### src/rtl/accel_spi_reader.sv
// accel_spi_reader: SPI mode-0 master that enables ADXL362 measurement mode,
// then periodically burst-reads XDATA/YDATA into atomically updated outputs.
module accel_spi_reader #(
  parameter int SCLK_HALF      = 50,
  parameter int STARTUP_CYCLES = 500_000,
  parameter int SAMPLE_DIV     = 1_666_667
) (
  input  logic        clk,
  input  logic        rst,
  input  logic        miso,
  output logic        sclk,
  output logic        mosi,
  output logic        cs_n,
  output logic [15:0] ax,
  output logic [15:0] ay,
  output logic        data_valid
);
  typedef enum logic [2:0] {ST_STARTUP, ST_CFG, ST_WAIT, ST_READ, ST_UPDATE} state_t;
  state_t      r_state, w_state_nx;
  logic [31:0] r_tmr, w_tmr_nx;
  logic [31:0] r_smp, w_smp_nx;
  logic [15:0] r_div, w_div_nx;
  logic [6:0]  r_slot, w_slot_nx;
  logic [47:0] r_tx, w_tx_nx;
  logic [31:0] r_rx;
  logic        r_miso_s1, r_miso_s2;
  logic        w_txn, w_txn_nx, w_last_div, w_fall, w_done;
  logic        w_sclk_nx, w_mosi_nx;
  logic [6:0]  w_last_slot;
  // A transaction is 16N+2 slots of H cycles: one idle lead slot, 16N SCLK
  // half-periods starting high, and one trailing hold slot.
  assign w_txn       = r_state == ST_CFG || r_state == ST_READ;
  assign w_last_slot = r_state == ST_READ ? 7'd97 : 7'd49;
  assign w_last_div  = r_div == 16'(SCLK_HALF - 1);
  assign w_fall      = w_txn && w_last_div && r_slot[0] && r_slot != w_last_slot;
  assign w_done      = w_txn && w_last_div && r_slot == w_last_slot;
  always_comb begin
    w_state_nx = r_state;
    w_tmr_nx   = r_tmr;
    w_smp_nx   = r_smp + 32'd1;
    w_div_nx   = w_txn && !w_last_div ? r_div + 16'd1 : 16'd0;
    w_slot_nx  = w_txn && w_last_div ? r_slot + 7'd1 : r_slot;
    w_tx_nx    = w_fall ? {r_tx[46:0], 1'b0} : r_tx;
    case (r_state)
      ST_STARTUP: begin
        w_tmr_nx = r_tmr + 32'd1;
        if (r_tmr == 32'(STARTUP_CYCLES - 1)) begin
          w_state_nx = ST_CFG;
          w_slot_nx  = '0;
          w_tx_nx    = {24'h0A2D02, 24'h0};
        end
      end
      ST_CFG: begin
        if (w_done) begin
          w_state_nx = ST_WAIT;
          w_smp_nx   = '0;
        end
      end
      ST_WAIT: begin
        if (r_smp == 32'(SAMPLE_DIV - 1)) begin
          w_state_nx = ST_READ;
          w_smp_nx   = '0;
          w_slot_nx  = '0;
          w_tx_nx    = {8'h0B, 8'h0E, 32'h0};
        end
      end
      ST_READ:   w_state_nx = w_done ? ST_UPDATE : ST_READ;
      ST_UPDATE: w_state_nx = ST_WAIT;
      default:   w_state_nx = ST_STARTUP;
    endcase
  end
  // Pins are registered from the next-state decode so they never glitch.
  assign w_txn_nx  = w_state_nx == ST_CFG || w_state_nx == ST_READ;
  assign w_sclk_nx = w_txn_nx && w_slot_nx[0] && w_slot_nx < (w_state_nx == ST_READ ? 7'd96 : 7'd48);
  assign w_mosi_nx = w_txn_nx && w_tx_nx[47];
  always_ff @(posedge clk) begin
    if (rst) begin
      r_state    <= ST_STARTUP;
      r_tmr      <= '0;
      r_smp      <= '0;
      r_div      <= '0;
      r_slot     <= '0;
      r_tx       <= '0;
      r_rx       <= '0;
      r_miso_s1  <= 1'b0;
      r_miso_s2  <= 1'b0;
      sclk       <= 1'b0;
      mosi       <= 1'b0;
      cs_n       <= 1'b1;
      ax         <= '0;
      ay         <= '0;
      data_valid <= 1'b0;
    end else begin
      r_state    <= w_state_nx;
      r_tmr      <= w_tmr_nx;
      r_smp      <= w_smp_nx;
      r_div      <= w_div_nx;
      r_slot     <= w_slot_nx;
      r_tx       <= w_tx_nx;
      r_miso_s1  <= miso;
      r_miso_s2  <= r_miso_s1;
      r_rx       <= w_fall ? {r_rx[30:0], r_miso_s2} : r_rx;
      sclk       <= w_sclk_nx;
      mosi       <= w_mosi_nx;
      cs_n       <= !w_txn_nx;
      ax         <= r_state == ST_UPDATE ? {r_rx[23:16], r_rx[31:24]} : ax;
      ay         <= r_state == ST_UPDATE ? {r_rx[7:0], r_rx[15:8]} : ay;
      data_valid <= r_state == ST_UPDATE;
    end
  end
endmodule

### config.mk
export PLATFORM = sky130hd
export DESIGN_NAME = accel_spi_reader
export DESIGN_NICKNAME = d
export VERILOG_FILES = /design/src/rtl/accel_spi_reader.sv
export SDC_FILE = /design/constraint.sdc
export NUM_CORES = 1
export LEC_CHECK = 0
export ABC_AREA = 1
export CAP_MARGIN = 10
export CELL_PAD_IN_SITES_DETAIL_PLACEMENT = 0
export CELL_PAD_IN_SITES_GLOBAL_PLACEMENT = 1
export CORE_UTILIZATION = 40
export DETAILED_ROUTE_END_ITERATION = 6
export PLACE_DENSITY = 0.77
export SETUP_SLACK_MARGIN = 0.4
export SLEW_MARGIN = 20
export SYNTH_ARGS = -nofsm -noshare
export SYNTH_HDL_FRONTEND = slang
export SYNTH_SLANG_ARGS = --single-unit
### constraint.sdc
create_clock -name clk -period 2.1 [get_ports clk]
set_clock_uncertainty 0.1 [all_clocks]
set_input_delay 0.42 -clock clk [delete_from_list [all_inputs] [get_ports clk]]
set_output_delay 0.42 -clock clk [all_outputs]
set_load 0.02 [all_outputs]
Yosys cells after proc, flatten, opt, wreduce, memory -nomap -nowiden
Index checks and enable logic that the tools add are counted.
{"block": "word_totals", "regBits": 208, "input_bits": 3, "output_inout_bits": 36, "word_cells": 64}
{"block": "classes", "n_eq_ne": 11, "order_cmp": 1, "bitwise_logic": 1, "reduce_logical": 14, "addsub": 4, "muxes": 18}
{"op": "48-bit two-way mux", "n": 3}
{"op": "48-bit case mux with 2 select lines", "n": 1}
{"op": "32-bit by 1-bit adder with 32-bit output, second input constant", "n": 2}
{"op": "32-bit two-way mux", "n": 2}
{"op": "32-bit case mux with 2 select lines", "n": 1}
{"op": "7-bit two-way mux", "n": 5}
{"op": "32-bit by 19-bit == test with 1-bit output, second input constant", "n": 1}
{"op": "32-bit by 21-bit == test with 1-bit output, second input constant", "n": 1}
{"op": "16-bit by 1-bit adder with 16-bit output, second input constant", "n": 1}
{"op": "16-bit by 6-bit == test with 1-bit output, second input constant", "n": 1}
{"op": "3-bit case mux with 5 select lines", "n": 1}
{"op": "7-bit case mux with 2 select lines", "n": 1}
{"op": "3-bit two-way mux", "n": 4}
{"op": "3-bit by 2-bit == test with 1-bit output, second input constant", "n": 3}
{"op": "1-bit logical AND", "n": 8}
{"op": "7-bit by 1-bit adder with 7-bit output, second input constant", "n": 1}
{"op": "7-bit == test", "n": 1}
{"op": "7-bit < comparator", "n": 1}
{"op": "7-bit inequality test", "n": 1}
{"op": "3-bit by 1-bit == test with 1-bit output, second input constant", "n": 2}
{"op": "3-bit == test, second input constant", "n": 1}
{"op": "3-bit zero test", "n": 1}
{"op": "1-bit zero test", "n": 2}
{"op": "1-bit logical OR", "n": 2}
{"op": "2 further kinds", "n": 2}

Longest topological paths before layout
{"block": "depth", "ltp_word": 10, "ltp_mapped": 15, "mapped_depth_nobuf": 15}

Worst setup path after synthesis
Ideal clock, no wire load.
{"block": "synth_timing", "kind": "register to register", "from": "reg r_state[0]", "to": "reg sclk", "setup_ns": 0.117, "t_required_ns": 1.883, "path_buffers": 0, "path_stages_with_launch": 13, "period_less_slack_ns": 1.937, "t_arrival_ns": 1.720, "path_slack_ns": 0.163, "path_cell_list": "dfxtp_1 > nor2_2 > nand2_4 > inv_2 > nand2_2 > nor2_4 > nand3_4 > nand2_1 > nor2_1 > ha_1 > nand3_1 > nor2_1 > a21oi_1"}
{"block": "synth_via", "elab_cells_between_ends": 26, "cone_classes": "1 x order compare; 7 x eq/ne; 11 x mux; 7 x reduce/logical"}
{"item": "start, declared", "line_no": "19", "rtl": "state_t r_state, w_state_nx;"}
{"item": "start signal, assigned", "line_no": "94", "rtl": "r_state <= w_state_nx;"}
{"item": "3-bit by 1-bit == test with 1-bit output / 3-bit by 2-bit == test with 1-bit output (equally long branches)", "line_no": "32", "rtl": "assign w_txn = r_state == ST_CFG || r_state == ST_READ;"}
{"item": "1-bit logical OR", "line_no": "32"}
{"item": "1-bit logical AND", "line_no": "42", "rtl": "w_slot_nx = w_txn && w_last_div ? r_slot + 7'd1 : r_slot;"}
{"item": "7-bit two-way mux", "line_no": "42"}
{"item": "7-bit two-way mux (on tied branches)", "line_no": "60, 47"}
{"item": "7-bit case mux with 2 select lines *", "line_no": "44", "rtl": "case (r_state)"}
{"item": "named net w_slot_nx[6]", "line_no": "23", "rtl": "logic [6:0] r_slot, w_slot_nx;"}
{"item": "7-bit < comparator *", "line_no": "74", "rtl": "assign w_sclk_nx = w_txn_nx && w_slot_nx[0] && w_slot_nx < (w_state_nx == ST_READ ? 7'd96 : 7'd48);"}
{"item": "1-bit logical AND *", "line_no": "74"}
{"item": "end signal, assigned", "line_no": "103", "rtl": "sclk <= w_sclk_nx;"}
{"item": "end, declared", "line_no": "11", "rtl": "output logic sclk,"}
Mark *: on every way through the listed nets, which the timed path passes. The rest lies on a longest branch.
A chain may end at the register's enable or synchronous reset.

Worst setup path in the final report
{"block": "layout_timing", "from": "reg r_div[1]", "to": "reg r_tx[1]"}
{"block": "layout_via", "elab_chain_cells": 7, "elab_cells_between_ends": 8, "cone_classes": "1 x eq/ne; 4 x mux; 3 x reduce/logical"}
{"item": "start, declared", "line_no": "22", "rtl": "logic [15:0] r_div, w_div_nx;"}
{"item": "start signal, assigned", "line_no": "97", "rtl": "r_div <= w_div_nx;"}
{"item": "16-bit by 6-bit == test with 1-bit output *", "line_no": "34", "rtl": "assign w_last_div = r_div == 16'(SCLK_HALF - 1);"}
{"item": "1-bit logical AND * (3 in a row)", "line_no": "35", "rtl": "assign w_fall = w_txn && w_last_div && r_slot[0] && r_slot != w_last_slot;"}
{"item": "48-bit two-way mux *", "line_no": "43", "rtl": "w_tx_nx = w_fall ? {r_tx[46:0], 1'b0} : r_tx;"}
{"item": "48-bit two-way mux (on tied branches)", "line_no": "60, 47"}
{"item": "48-bit case mux with 2 select lines *", "line_no": "44"}
{"item": "end signal, assigned", "line_no": "99", "rtl": "r_tx <= w_tx_nx;"}
{"item": "end, declared", "line_no": "24", "rtl": "logic [47:0] r_tx, w_tx_nx;"}
Mark *: on every way between the ends. The rest lies on a longest branch, timed or not.

==> metrics.txt <==
I/O Buffers=38; FF+latch area=4200 sq um; total core area=22,000 sq um; worst slack at placement=0.0303 ns; Detailed Route Iter0 Violations=a little over 400; first-pass GRT wire length=~37 mm; outcome=finished, violations left; I/O pins=39; CP Buf/Inv Count=4; Die Y=around 150 microns; crit path max-delay cell type=dfxtp_2; CP max stage delay=between 0.3 and 0.4 ns; largest family of logic cells by synthesized area=simple AND/OR/NAND/NOR gates; ANT cells=0; DR WL/cell=between 10 and 15 microns; cts hold-fix bufs=0; GR Util All Layers=0.192; Power Density=about 610 nW/um^2; final setup fails=0; multi-input logic area=5440 sq um; fin crit share=0.953; CP Launch Type=register; drt first pass iters=7; Clock Root Buffer=clkbuf_16; critical path type=reg2reg; total number of vias=8,387; vias in the first global route=about 8k; fin crit period=around 2 ns; CTS clock-pin slew for the worst setup and hold paths=roughly 0.060 ns; Synth Flop Type=dfxtp_1; WP data required=2.41 ns; syn_area_per_cell=around 7.3 sq um; failing checks=DRC; initial antenna violation count=0; Clock Path Buffers=3; static leakage=around 5.3 nW; Post-Synth Simple-Gate Area=0.320; Worst-Skew Late Latency=between 0.5 and 0.6 ns; XOR/XNOR Fraction of Synth Area=0.0351; die width=between 150 and 200 microns; post-synthesis adder-cell area fraction=0.0125; # DRC=15; synth-to-layout area growth=49.6%; Achievable Freq=approximately 500 MHz; Post-DRT Antenna Nets=0; Max Cap Violations=0; syn_nets=about 1.2k; Slew HR=0.713; Hold Path Class=reg2reg; post-synthesis mux area share=0; FP Rows=between 50 and 60; CP arrival=roughly 2.3 ns; nets@finish=approximately 1.4k; hold slack=approximately 0.30 ns; pin count of the biggest net entering global routing=between 60 and 70; crit path max fanout=7; R2R depth=13; fin worst setup slack=0.0989 ns; crit-path cells=inv_2 -> ha_4 -> nand2_2 -> nor2_4 -> nand2_2 -> nor2_4 -> ha_4 -> buf_12 -> nand2_8 -> buf_16 -> buf_4 -> nor2_2 -> a211oi_2; Final TNS setup=0 ns; FILL cells=between 1.5k and 2k; peak supply drop=roughly 0.47 mV; Pins Over Slew Limit=0; Fin. Hold Viols=0; Synth area leaders=dfxtp_1 (46%), nor2_1 (12%), nand2_1 (10%); total CTS buffers=24; H-tree depth=1; Initial Util=0.409; Yosys top cell area share=0.463; Cells after Synth=1,230; EDFF count, synth=0; routability cong.=between 0.8 and 0.9; HPWL after detailed placement=about 13 mm; Levels on crit path=13; CTS tree=built; #FFs+latches synth=208; Pwr Total=8.25 mW; share of cells above drive strength 1=0.373; Netlist cell types=between 40 and 50; Worst Tran Pin Value=0.427 ns; Setup crit end kind=register; Worst path top cell family by delay=simple AND/OR/NAND/NOR gates; hold depth=2; Async S/R FF share, synth=0; clk sinks=208; Synth Warn #=0; sequential share of the synthesized area=0.463; Compound-Gate Fraction of Synth Area=0.0997; RSZ-0062 raised after global routing=yes; mapped cell area=~9000 sq um; global route overflow=0; Via density=between 4 and 5; Die ar.=roughly 23,000 sq um; cell taking the most area after synthesis=dfxtp_1; Post-Route WL=about 25 mm
==> layer usage <==
| metal | up-vias | wire (microns) | part of all wire | track usage |
|---|---|---|---|---|
| met5 | - | 0 | 0 | 0 |
| met4 | 0 | 412 | 0.017 | 0.0486 |
| met3 | 37 | 898 | 0.036 | 0.0268 |
| met2 | 132 | 12000 | 0.49 | 0.328 |
| met1 | 3915 | 11400 | 0.46 | 0.256 |
| li1 | 4303 | - | - | - |
==> worst min-delay path, cell delays in order, from the launching register on <==
cell,delay (ns)
dfxtp_1,0.30
inv_1,0.04
nor2_1,0.03
==> per-stage QoR <==
stage,utilization,instances,cell area [sq um]
floorplan,-,1230,9180
global placement,0.464,1569,10200
detailed placement,0.464,1569,10200
CTS,0.550,1672,12100
global route,0.612,1710,13400
finish,0.612,1710,13400
==> report_power, final <==
part | leakage [nW] | switching (mW) | total [mW] | internal [mW]
logic | 3.29 | 0.140 | 0.268 | 0.128
clock network | 0.362 | 1.63 | 4.01 | 2.38
registers | 1.69 | 0.0130 | 3.97 | 3.96
==> final timing paths <==
path / start / to / slack, ns
max: r_div[1]$_SDFF_PP0_ / r_tx[1]$_SDFF_PP0_ / 0.1
min: r_miso_s1$_SDFF_PP0_ / r_miso_s2$_SDFF_PP0_ / 0.30
max reg2reg: r_div[1]$_SDFF_PP0_ / r_tx[1]$_SDFF_PP0_ / 0.1
min reg2reg: r_miso_s1$_SDFF_PP0_ / r_miso_s2$_SDFF_PP0_ / 0.30
==> flip-flops by register name, indices dropped and copies added, names as in the netlist, 3 cells and up <==
| register | cells |
|---|---|
| r_tx | 48 |
| r_slot | 7 |
| ay | 16 |
| r_tmr | 32 |
| ax | 16 |
| r_state | 3 |
| r_rx | 32 |
| r_smp | 32 |
| r_div | 16 |
==> cell usage after synthesis (3+ instances only) <==
library cell / number
a211oi_1: 4
a21oi_1: 71
and2_1: 3
buf_2: 8
buf_4: 12
clkbuf_1: 19
dfxtp_1: 208
ha_1: 9
inv_1: 98
inv_2: 8
nand2_1: 241
nand2_2: 5
nand3_1: 30
nand3_2: 4
nand3_4: 3
nand4_1: 14
nor2_1: 280
nor2_2: 10
nor2_4: 4
nor3_1: 37
nor3_2: 12
nor4_1: 7
o21a_1: 5
o21ai_0: 82
xnor2_1: 12
xor2_1: 24
==> cells by family after synthesis <==
kind of cell               count (synthesis)
and+or+nand+nor                          659
DFF                                      208
xor gates and xnor gates                  36
AOI/OAI and AO/OA                        170
buffers and inverters                    148
adders and majority gates                  9
==> final cells by class <==
type                    count  share of cell area
clock inverters             3             0.00381
multi-input cells         875               0.404
clock buffers              39              0.0518
well taps                 280              0.0260
repair inverters            1             0.00121
inverters                 106              0.0313
flip-flops and latches    208               0.312
repair buffers            198               0.169
==> repair_timing <==
action                                 in CTS  in global routing
pin swaps                                  40                116
cloned                                     13                 15
endpoints found under the hold margin       0                  0
setup buffers                              48                 23
setup endpoints to repair                 177                209
gates resized for setup                   183                308
==> placed cells by master, fill, tap and decap left out, types with 4 or more instances in the layout <==
cell type        netlist  routed
buf_12                 0      19
xor2_1                24      24
nand2_1              241     178
buf_4                 12      93
o21ai_1                1      24
buf_6                  2      23
xnor2_1               12      12
o21a_1                 5       5
inv_4                  0       4
nand3_1               30      19
o21ai_0               82      40
nor3_1                37      23
nand3_4                3       9
nand3_2                4       9
buf_16                 0      14
a21oi_1               71      38
clkbuf_1              19      11
a21oi_2                0      33
clkbuf_16              0      35
clkbuf_2               0      19
dfxtp_2                0      22
dfxtp_1              208     183
nor2_4                 4      44
clkbuf_8               0       4
nand2_4                2      35
nor2_2                10      32
buf_2                  8       4
nor3_2                12      20
nand2_2                5      34
clkdlybuf4s15_2        0      10
ha_4                   0       6
nor4_1                 7       6
o21ai_2                2      20
nor3_4                 1       7
inv_1                 98      83
nand4_1               14      14
nor2_1               280     218
inv_2                  8      18
Note: power is estimated with default switching activity, not from simulation.
